### src/rtl/op_pipe_alu_if.sv
`default_nettype none
// ============================================================================
// Module     : op_pipe_alu_if
// Description: Operation/result handshake bundle for op_pipe_alu.
// Revision   : 1.0 - initial release
// ============================================================================
interface op_pipe_alu_if #(
    parameter int WIDTH  = 8,
    parameter int STAGES = 3
);
    localparam int SHW  = $clog2(WIDTH);
    localparam int OCCW = $clog2(STAGES + 1);

    logic             in_valid;
    logic             in_ready;
    logic [4:0]       op;
    logic [WIDTH-1:0] a;
    logic [WIDTH-1:0] b;
    logic [SHW-1:0]   shamt;
    logic             out_valid;
    logic             out_ready;
    logic [WIDTH-1:0] result;
    logic             flag;
    logic [OCCW-1:0]  occ;

    modport master (
        output in_valid, op, a, b, shamt, out_ready,
        input  in_ready, out_valid, result, flag, occ
    );

    modport slave (
        input  in_valid, op, a, b, shamt, out_ready,
        output in_ready, out_valid, result, flag, occ
    );
endinterface
`default_nettype wire

### src/rtl/op_pipe_alu.sv
`default_nettype none
// ============================================================================
// Module     : op_pipe_alu
// Description: Pipelined operator unit (bitwise/arith/shift/compare/reduce),
//              one op per cycle, STAGES-cycle latency, global stall.
//              Define OP_PIPE_ALU_DIVMOD_EN to build the DIV/MOD ops.
// Revision   : 1.0 - initial release
// ============================================================================
module op_pipe_alu #(
    parameter int WIDTH  = 8,
    parameter int STAGES = 3
) (
    input  logic         clk,
    input  logic         rst,
    op_pipe_alu_if.slave bus
);
    localparam int SHW  = $clog2(WIDTH);
    localparam int OCCW = $clog2(STAGES + 1);

    localparam logic [4:0] OP_ADD  = 5'd0;
    localparam logic [4:0] OP_SUB  = 5'd1;
    localparam logic [4:0] OP_MUL  = 5'd2;
    localparam logic [4:0] OP_AND  = 5'd3;
    localparam logic [4:0] OP_OR   = 5'd4;
    localparam logic [4:0] OP_XOR  = 5'd5;
    localparam logic [4:0] OP_NOT  = 5'd6;
    localparam logic [4:0] OP_SHL  = 5'd7;
    localparam logic [4:0] OP_SHR  = 5'd8;
    localparam logic [4:0] OP_SRA  = 5'd9;
    localparam logic [4:0] OP_EQ   = 5'd10;
    localparam logic [4:0] OP_NE   = 5'd11;
    localparam logic [4:0] OP_GT   = 5'd12;
    localparam logic [4:0] OP_RAND = 5'd13;
    localparam logic [4:0] OP_RXOR = 5'd14;
`ifdef OP_PIPE_ALU_DIVMOD_EN
    localparam logic [4:0] OP_DIV  = 5'd16;
    localparam logic [4:0] OP_MOD  = 5'd17;
`endif

    logic                 adv;
    logic                 accept;
    logic                 take;
    logic [WIDTH:0]       sum;
    logic [2*WIDTH-1:0]   prod;
    logic [WIDTH-1:0]     sra_val;
    logic                 over_shift;
    logic [WIDTH-1:0]     calc_res;
    logic                 calc_flag;
    logic [STAGES-1:0]    vld;
    logic [STAGES-1:0]    flg;
    logic [WIDTH-1:0]     res [STAGES];
    logic [OCCW-1:0]      occ_cnt;

    assign adv          = !vld[STAGES-1] || bus.out_ready;
    assign bus.in_ready = adv && !rst;
    assign accept       = bus.in_valid && bus.in_ready;
    assign take         = vld[STAGES-1] && bus.out_ready;

    assign bus.out_valid = vld[STAGES-1];
    assign bus.result    = res[STAGES-1];
    assign bus.flag      = flg[STAGES-1];
    assign bus.occ       = occ_cnt;

    assign sum     = {1'b0, bus.a} + {1'b0, bus.b};
    assign prod    = {{WIDTH{1'b0}}, bus.a} * {{WIDTH{1'b0}}, bus.b};
    assign sra_val = $unsigned($signed(bus.a) >>> bus.shamt);

    // Only a non-power-of-2 width can see a shift amount past the operand.
    generate
        if ((1 << SHW) != WIDTH) begin : g_shift_clamp
            assign over_shift = bus.shamt >= SHW'(WIDTH);
        end else begin : g_shift_full
            assign over_shift = 1'b0;
        end
    endgenerate

`ifdef OP_PIPE_ALU_DIVMOD_EN
    logic             b_zero;
    logic [WIDTH-1:0] quo;
    logic [WIDTH-1:0] rem;
    assign b_zero = (bus.b == '0);
    assign quo    = b_zero ? '1    : bus.a / bus.b;
    assign rem    = b_zero ? bus.a : bus.a % bus.b;
`endif

    always_comb begin
        calc_res  = '0;
        calc_flag = 1'b0;
        case (bus.op)
            OP_ADD:  begin calc_res = sum[WIDTH-1:0];  calc_flag = sum[WIDTH];              end
            OP_SUB:  begin calc_res = bus.a - bus.b;   calc_flag = bus.a < bus.b;           end
            OP_MUL:  begin calc_res = prod[WIDTH-1:0]; calc_flag = |prod[2*WIDTH-1:WIDTH];  end
            OP_AND:  calc_res = bus.a & bus.b;
            OP_OR:   calc_res = bus.a | bus.b;
            OP_XOR:  calc_res = bus.a ^ bus.b;
            OP_NOT:  calc_res = ~bus.a;
            OP_SHL:  calc_res = over_shift ? '0 : bus.a << bus.shamt;
            OP_SHR:  calc_res = over_shift ? '0 : bus.a >> bus.shamt;
            OP_SRA:  calc_res = over_shift ? {WIDTH{bus.a[WIDTH-1]}} : sra_val;
            OP_EQ:   begin calc_res[0] = (bus.a == bus.b); calc_flag = calc_res[0]; end
            OP_NE:   begin calc_res[0] = (bus.a != bus.b); calc_flag = calc_res[0]; end
            OP_GT:   begin calc_res[0] = (bus.a >  bus.b); calc_flag = calc_res[0]; end
            OP_RAND: begin calc_res[0] = &bus.a;           calc_flag = calc_res[0]; end
            OP_RXOR: begin calc_res[0] = ^bus.a;           calc_flag = calc_res[0]; end
`ifdef OP_PIPE_ALU_DIVMOD_EN
            OP_DIV:  begin calc_res = quo; calc_flag = b_zero; end
            OP_MOD:  begin calc_res = rem; calc_flag = b_zero; end
`endif
            default: calc_flag = 1'b1;
        endcase
    end

    // Bubbles travel with the pipe; payload is only captured on accept.
    always_ff @(posedge clk) begin
        if (rst) begin
            vld <= '0;
            flg <= '0;
            for (int i = 0; i < STAGES; i++) begin
                res[i] <= '0;
            end
        end else if (adv) begin
            vld[0] <= accept;
            if (accept) begin
                res[0] <= calc_res;
                flg[0] <= calc_flag;
            end
            for (int i = 1; i < STAGES; i++) begin
                vld[i] <= vld[i-1];
                res[i] <= res[i-1];
                flg[i] <= flg[i-1];
            end
        end
    end

    always_ff @(posedge clk) begin
        if (rst) begin
            occ_cnt <= '0;
        end else if (accept && !take) begin
            occ_cnt <= occ_cnt + OCCW'(1);
        end else if (take && !accept) begin
            occ_cnt <= occ_cnt - OCCW'(1);
        end
    end
endmodule
`default_nettype wire

### src/flat_wrapper.sv
// flat-port wrapper written by rule: the top's interface ports become plain ports
module op_pipe_alu_flat 
#(
    parameter int WIDTH  = 8,
    parameter int STAGES = 3
)
  (clk, rst, bus_in_valid, bus_op, bus_a, bus_b, bus_shamt, bus_out_ready, bus_in_ready, bus_out_valid, bus_result, bus_flag, bus_occ);
  op_pipe_alu_if #(.WIDTH(WIDTH), .STAGES(STAGES)) bus_i ();
  input  logic clk;
  input  logic rst;
  input wire logic [$bits(bus_i.in_valid)-1:0] bus_in_valid;
  input wire logic [$bits(bus_i.op)-1:0] bus_op;
  input wire logic [$bits(bus_i.a)-1:0] bus_a;
  input wire logic [$bits(bus_i.b)-1:0] bus_b;
  input wire logic [$bits(bus_i.shamt)-1:0] bus_shamt;
  input wire logic [$bits(bus_i.out_ready)-1:0] bus_out_ready;
  output wire logic [$bits(bus_i.in_ready)-1:0] bus_in_ready;
  output wire logic [$bits(bus_i.out_valid)-1:0] bus_out_valid;
  output wire logic [$bits(bus_i.result)-1:0] bus_result;
  output wire logic [$bits(bus_i.flag)-1:0] bus_flag;
  output wire logic [$bits(bus_i.occ)-1:0] bus_occ;
  assign bus_i.in_valid = bus_in_valid;
  assign bus_i.op = bus_op;
  assign bus_i.a = bus_a;
  assign bus_i.b = bus_b;
  assign bus_i.shamt = bus_shamt;
  assign bus_i.out_ready = bus_out_ready;
  assign bus_in_ready = bus_i.in_ready;
  assign bus_out_valid = bus_i.out_valid;
  assign bus_result = bus_i.result;
  assign bus_flag = bus_i.flag;
  assign bus_occ = bus_i.occ;
  op_pipe_alu #(.WIDTH(WIDTH), .STAGES(STAGES)) u_core (.clk(clk), .rst(rst), .bus(bus_i));
endmodule
### config.mk
export PLATFORM = sky130hd
export DESIGN_NAME = op_pipe_alu_flat
export DESIGN_NICKNAME = d
export VERILOG_FILES = /design/src/rtl/op_pipe_alu_if.sv /design/src/rtl/op_pipe_alu.sv /design/src/flat_wrapper.sv
export SDC_FILE = /design/constraint.sdc
export NUM_CORES = 1
export LEC_CHECK = 0
export ABC_AREA = 1
export BUFFER_PORTS_ARGS = -buffer_cell sky130_fd_sc_hd__buf_2
export CAP_MARGIN = 20
export CELL_PAD_IN_SITES_DETAIL_PLACEMENT = 1
export CELL_PAD_IN_SITES_GLOBAL_PLACEMENT = 2
export CORE_MARGIN = 8
export CORE_UTILIZATION = 38
export DETAILED_ROUTE_END_ITERATION = 16
export MAX_ROUTING_LAYER = met4
export PLACE_DENSITY = 0.95
export SYNTH_ARGS = -nofsm -noshare
export SYNTH_HDL_FRONTEND = slang
export SYNTH_SLANG_ARGS = --single-unit
### constraint.sdc
create_clock -name clk -period 5.86 [get_ports clk]
set_input_delay 0 -clock clk [delete_from_list [all_inputs] [get_ports clk]]
set_output_delay 0 -clock clk [all_outputs]
set_load 0.01 [all_outputs]
==> results of run 1 <==
cell families (layout without fill, tap and decap cells):
logic type               after synthesis  after routing  synth area share, %
XOR/XNOR                               6              6                0.932
flip-flops                            32             32                 15.6
adder cells (fa/ha/maj)              103            103                 27.9
AND/OR/NAND/NOR                      376            376                 28.7
AO/OA/AOI/OAI                         99             99                 9.94
buffers and inverters                234            249                 16.9
routing by layer:
layer  up-vias  GRT usage [%]  part of all wire, %
met5         -              -                    0
met4         0           3.82                  1.1
met3        12           2.26                  4.7
met2       109           31.2                   48
met1      2555           25.4                   47
li1       2650              -                    -
layout by cell type (no fill, tap or decap), types with 2 or more instances in the layout:
cell,synthesis,routed
nor2_4,4,4
xnor2_1,3,3
edfxtp_1,24,24
nand4_1,13,13
o21bai_1,2,2
o211ai_1,2,2
a21boi_0,2,2
fa_1,38,38
nor3_1,10,10
nor2_1,65,65
o21ai_0,35,35
xor2_1,3,3
clkinv_1,1,3
a31oi_1,2,2
nand2_2,9,9
o21ai_1,9,9
clkbuf_16,0,5
inv_2,7,7
o21a_1,5,5
ha_1,65,65
a21oi_1,27,27
buf_2,7,40
o22ai_1,8,8
inv_1,191,191
or2_0,2,2
nor2_2,5,5
nand3_1,49,49
or2_2,2,2
o2111ai_1,3,3
nand2_1,211,211
dfxtp_1,8,8
nand3b_1,4,4
power breakdown:
| group | internal (W) | switching, W | total (W) |
|---|---|---|---|
| Sequential | 0.000262 | 0.00000462 | 0.000266 |
| Clock | 0.000197 | 0.0000873 | 0.000284 |
| Combinational | 0.000296 | 0.000542 | 0.000837 |
| Total | 0.000754 | 0.000634 | 0.00139 |
worst max-delay path, cell delays in order:
cell and delay, ps:
buf_2 270, ha_1 240, inv_1 110, fa_1 520, inv_1 40, ha_1 270
inv_1 50, fa_1 500, fa_1 550, inv_1 40, ha_1 350, nand2_1 110
nand3_1 190, o21ai_0 390, nand4_1 140, nor2_1 240, nor2_1 80
worst max path at each step:
stage,from,endpoint,slack (ps),depth (start not counted)
2_1_floorplan,bus_b[7],u_core.flg[0],2220,20
3_3_place_gp,bus_a[3],u_core.res[0][7],1510,17
3_5_place_dp,bus_a[3],u_core.res[0][7],1460,17
4_1_cts,bus_a[3],u_core.res[0][7],1740,17
5_1_grt,bus_a[3],u_core.res[0][7],1570,17
6_report,bus_a[3],u_core.res[0][7],1750,17
cell type report:
| class | instances | area [um2] | area share, % |
|---|---|---|---|
| clock inverter | 3 | 37.5 | 0.621 |
| clock buffer | 5 | 125 | 2.07 |
| tap | 184 | 230 | 3.81 |
| sequential | 32 | 881 | 14.6 |
| multi-input combinational | 584 | 3800 | 63.0 |
| timing repair buffer | 41 | 210 | 3.48 |
| inverter | 200 | 752 | 12.4 |
stage by stage:
stage               hold slack (ps)  worst slack [ps]  area [um2]  cells  utilization [%]
floorplan                      70.6              2220        5640    850                -
global placement                260              1510        5870   1040             40.4
detailed placement              254              1460        5870   1040             40.4
CTS                            25.0              1740        6040   1049             41.6
global route                   59.4              1570        6040   1049             41.6
finish                         31.2              1750        6040   1049             41.6
state kept, by name (all words and copies together), names as in the netlist:
name,count
u_core.flg,3
u_core.res,24
u_core.bus.occ,2
u_core.vld,3
==> flow_metrics.py, run 1 <==
metrics = {
    "outcome": {
        "status": "finished clean",
    },
    "clock_tree": {
        "cts-root-buf": "clkbuf_16",
        "insertion_delay_ps": 270,
        "clock_path_buffers": 2,
        "hold_buffers": 1,
        "tritoncts": "yes",
        "cts_buffers": 5,
        "clkSlewWorstSetupHoldPaths_ps": 50,
        "htree_levels": 2,
        "post-cts-setup-buffer-count": 0,
        "cts_sinks": 32,
        "cts-resized-gates": 0,
    },
    "synth": {
        "synth-main-ff-cell": "edfxtp_1",
        "syn-num-nets": 981,
        "synthArstFlopShare_pct": 0,
        "ys_seq_elements": 32,
        "yosysTopAreaCellShare_pct": 14.4,
        "synth_common_cells": "nand2_1, inv_1, ha_1, nor2_1, nand3_1",
        "synthCells": 850,
        "yosys-top-cells-area": "ha_1, nand2_1, fa_1",
        "yosysTopAreaCell": "ha_1",
        "ys_types": 41,
        "ys_seq_area_share_pct": 15.6,
        "yosys_warnings": 0,
        "syn_area_per_cell_um2": 6.63,
        "synth_most_common_cell": "nand2_1",
        "synth_edf_count": 24,
        "netlist_area_um2": 5640,
    },
    "global_route": {
        "grt_max_degree": 27,
        "grt_pass1_vias": 5348,
        "grt_first_pass_wirelength_um": 28000,
        "grtUsageTotal_pct": 19.2,
        "overflow": 0,
        "antenna_found_initial": 0,
    },
    "setup_path": {
        "crit_required_ps": 5860,
        "r2r_setup_slack_ps": 3970,
        "cp-end-kind": "flop",
        "rr_worst_depth": 5,
        "start_kind": "input pin",
        "crit_type": "input pin to flop",
        "r2r_end": "u_core.res[0][3]",
        "cp_data_arrival_time_ps": 4110,
        "critical_path_peak_fanout": 13,
        "rr_startpoint": "u_core.vld[2]",
    },
    "detailed_routing": {
        "drc": 0,
        "dr.pass1.iters": 5,
        "routed_wl_um": 17100,
        "drtIter0Drc": 331,
        "vias_per_cell": 5.08,
        "ant_nets": 0,
        "vias": 5326,
        "wire_per_inst_um": 16.3,
    },
    "sta": {
        "maxSlewViolCount": 0,
        "finalHoldViolations": 0,
        "tns_ps": 0,
        "max_freq_ghz": 0.244,
        "setup_viol": 0,
        "period_needed_ps": 4110,
        "rsz0062_at_grt": "no",
        "maxSlewHeadroom_pct": 49.9,
        "worst_pin_slew_ps": 750,
        "min_period_over_period_pct": 70.1,
        "fin_worst_skew_ps": 4.07,
    },
    "min_path": {
        "hold_end": "u_core.vld[0]",
        "min_from": "bus_in_valid",
        "hold_depth": 3,
        "holdCritPathClass": "input pin to flop",
    },
    "floorplanning": {
        "dieArea_um2": 19000,
        "coreArea_um2": 14500,
        "die_y_um": 138,
        "rows": 44,
        "ios": 41,
        "initial_core_util_pct": 38.8,
        "fp.dieW_um": 138,
    },
    "finish": {
        "area_growth_syn_to_layout_pct": 7.15,
        "layout-drive-gt1-share_pct": 8.67,
        "antenna_cells": 0,
        "fin_nets": 995,
        "fillers": 1964,
    },
    "pwr": {
        "powerDensity_nw_per_um2": 230,
        "p_leak_nw": 3.36,
        "power.total_w": 0.00139,
        "ir_drop_mv": 0.164,
    },
    "placement": {
        "dp_hpwl_um": 14100,
        "gp_congestion": 0.926,
        "portBuffers": 40,
    },
    "job": {
        "max_cap_viol_count": 0,
    },
}
(Power assumes the default switching activity.)
==> run 2, diff against run 1 <==
--- a/config.mk
+++ b/config.mk
@@ -11,10 +11,10 @@
 export CELL_PAD_IN_SITES_DETAIL_PLACEMENT = 1
 export CELL_PAD_IN_SITES_GLOBAL_PLACEMENT = 2
 export CORE_MARGIN = 8
-export CORE_UTILIZATION = 38
+export CORE_UTILIZATION = 35
 export DETAILED_ROUTE_END_ITERATION = 16
 export MAX_ROUTING_LAYER = met4
-export PLACE_DENSITY = 0.95
+export PLACE_DENSITY = 0.92
 export SYNTH_ARGS = -nofsm -noshare
 export SYNTH_HDL_FRONTEND = slang
 export SYNTH_SLANG_ARGS = --single-unit
==> constraint.sdc (replaced) <==
create_clock -name clk -period 3.8 [get_ports clk]
set_input_delay 0 -clock clk [delete_from_list [all_inputs] [get_ports clk]]
set_output_delay 0 -clock clk [all_outputs]
set_load 0.01 [all_outputs]
==> flow_metrics.py, run 2 (synthesis gave the netlist of run 1 again) <==
metrics = {
    "finish": {
        "largest_registers": "u_core.res: 24 flops, u_core.flg: 3 flops, u_core.vld: 3 flops",
        "top_register": "u_core.res",
        "area_growth_syn_to_layout_pct": 15.9,
        "largest_reg_flops": 24,
        "stdcell_area_um2": 6540,
        "post-route-util_pct": 41.3,
        "layout_common_cells": "nand2_1, inv_1, nor2_1, ha_1, buf_4",
        "antenna_cells": 0,
        "layout-drive-gt1-share_pct": 14.8,
        "fin_nets": 1049,
        "layout_commonest_cell": "nand2_1",
        "fillers": 2098,
    },
    "clock_tree": {
        "insertion_delay_ps": 290,
        "clock_path_buffers": 2,
        "tritoncts": "yes",
        "cts-root-buf": "clkbuf_16",
        "clkSlewWorstSetupHoldPaths_ps": 60,
        "htree_levels": 2,
        "cts_sinks": 32,
        "cts_buffers": 5,
    },
    "global_route": {
        "antenna_found_initial": 0,
        "grt_max_degree": 27,
        "overflow": 0,
        "grt_first_pass_wirelength_um": 29800,
        "grtUsageTotal_pct": 19.1,
        "grt_pass1_vias": 5676,
    },
    "min_path": {
        "hold_depth": 3,
        "min_from": "bus_in_valid",
        "holdCritPathClass": "input pin to flop",
        "hold_end": "u_core.vld[0]",
    },
    "placement": {
        "gp_congestion": 0.905,
        "place_ws_ps": -282,
        "placed_cell_area_um2": 6330,
        "dp_hpwl_um": 15700,
        "portBuffers": 40,
    },
    "sta": {
        "hold_slack_ps": 15.2,
        "worst_pin_slew_ps": 786,
        "fin_ws_ps": 155,
        "period_needed_ps": 3650,
        "max_freq_ghz": 0.274,
        "maxSlewViolCount": 0,
        "finalHoldViolations": 0,
        "rsz0062_at_grt": "yes",
        "setup_viol": 0,
        "fin_worst_skew_ps": 9.02,
        "min_period_over_period_pct": 95.9,
        "maxSlewHeadroom_pct": 47.5,
    },
    "setup_path": {
        "crit_slowest_cell": "fa_1",
        "critical_path_peak_fanout": 4,
        "crit_required_ps": 3970,
        "rr_worst_depth": 5,
        "path_cells": "buf_2 -> ha_2 -> fa_1 -> inv_1 -> fa_1 -> fa_1 -> fa_1 -> inv_1 -> ha_1 -> nand2_1 -> nand2_1 -> inv_1 -> nand2_1 -> inv_1 -> nand2_1 -> nand2_1 -> nand2_1 -> nand2_1 -> nor2_2 -> nand3_1 -> nand2_1 -> a21oi_1",
        "rr_startpoint": "u_core.vld[2]",
        "cp-end-kind": "flop",
        "crit_type": "input pin to flop",
        "start_kind": "input pin",
        "cp_data_arrival_time_ps": 3810,
        "r2r_setup_slack_ps": 1900,
        "cp_common_cell": "nand2_1",
        "critical_path.startpoint": "bus_b[4]",
        "r2r_end": "u_core.res[0][2]",
        "worst_path_largest_cell_delay_ps": 550,
    },
    "detailed_routing": {
        "wire_per_inst_um": 16.3,
        "vias_per_cell": 4.89,
        "vias": 5547,
        "drtIter0Drc": 308,
        "ant_nets": 0,
        "drc": 0,
        "dr.pass1.iters": 5,
        "routed_wl_um": 18500,
    },
    "floorplanning": {
        "rows": 46,
        "coreArea_um2": 15800,
        "initial_core_util_pct": 35.6,
        "fp.dieW_um": 143,
        "ios": 41,
        "dieArea_um2": 20400,
        "die_y_um": 143,
    },
    "pwr": {
        "power.total_w": 0.00240,
        "ir_drop_mv": 0.228,
        "powerDensity_nw_per_um2": 367,
        "p_leak_nw": 3.62,
    },
    "outcome": {
        "status": "finished clean",
    },
    "job": {
        "max_cap_viol_count": 0,
    },
}
## run 2: worst max-delay path, delay by kind of cell
kind	cells	cell delay, ps
adder cells (fa/ha/maj)	6	2600
AO/OA/AOI/OAI	1	50
AND/OR/NAND/NOR	10	800
buffers and inverters	5	340
## run 2: cell type report
type	count	area (um2)	area share [%]
tap	216	270	4.13
clock inverter	2	12.5	0.191
inverter	200	752	11.5
multi-input combinational	584	3840	58.7
timing repair buffer	95	633	9.69
clock buffer	6	150	2.30
sequential	32	881	13.5
## run 2: worst max path at each step
stage / slack, ps / cells after the start / end
finish: 150 / 22 / u_core.flg[0]
global route: -90 / 22 / u_core.flg[0]
CTS: 8 / 22 / u_core.flg[0]
detailed placement: -280 / 22 / u_core.flg[0]
global placement: -180 / 17 / u_core.flg[0]
floorplan: 160 / 20 / u_core.flg[0]
## run 2: report_power, final
part / switching (W) / leakage [nW] / internal, W / total [W]
Clock: 0.000163 / 0.0780 / 0.000281 / 0.000445
Combinational: 0.000914 / 3.20 / 0.000627 / 0.00154
Sequential: 0.00000809 / 0.342 / 0.000403 / 0.000411
## run 2: routing by layer
layer  up-vias  track usage [%]  routed length (um)
met4         0             4.59                 376
met1      2660             25.6                8940
met5         -                -                   0
li1       2758                -                   -
met2       109             30.0                8420
met3        20             2.37                 787
## run 2: what timing repair did
action	4_1_cts	5_1_grt
buffers inserted	0	0
hold buffers	1	0
setup endpoints to repair	0	3
resized for setup	0	9
endpoints found under the hold margin	1	0
## run 2: metrics by stage
| stage | std cells | setup TNS, ps |
|---|---|---|
| 6_report | 1135 | 0 |
| 3_5_place_dp | 1126 | -665 |
| 3_3_place_gp | 1126 | -297 |
| 4_1_cts | 1135 | 0 |
| 2_1_floorplan | 850 | 0 |
| 5_1_grt | 1135 | -92.9 |
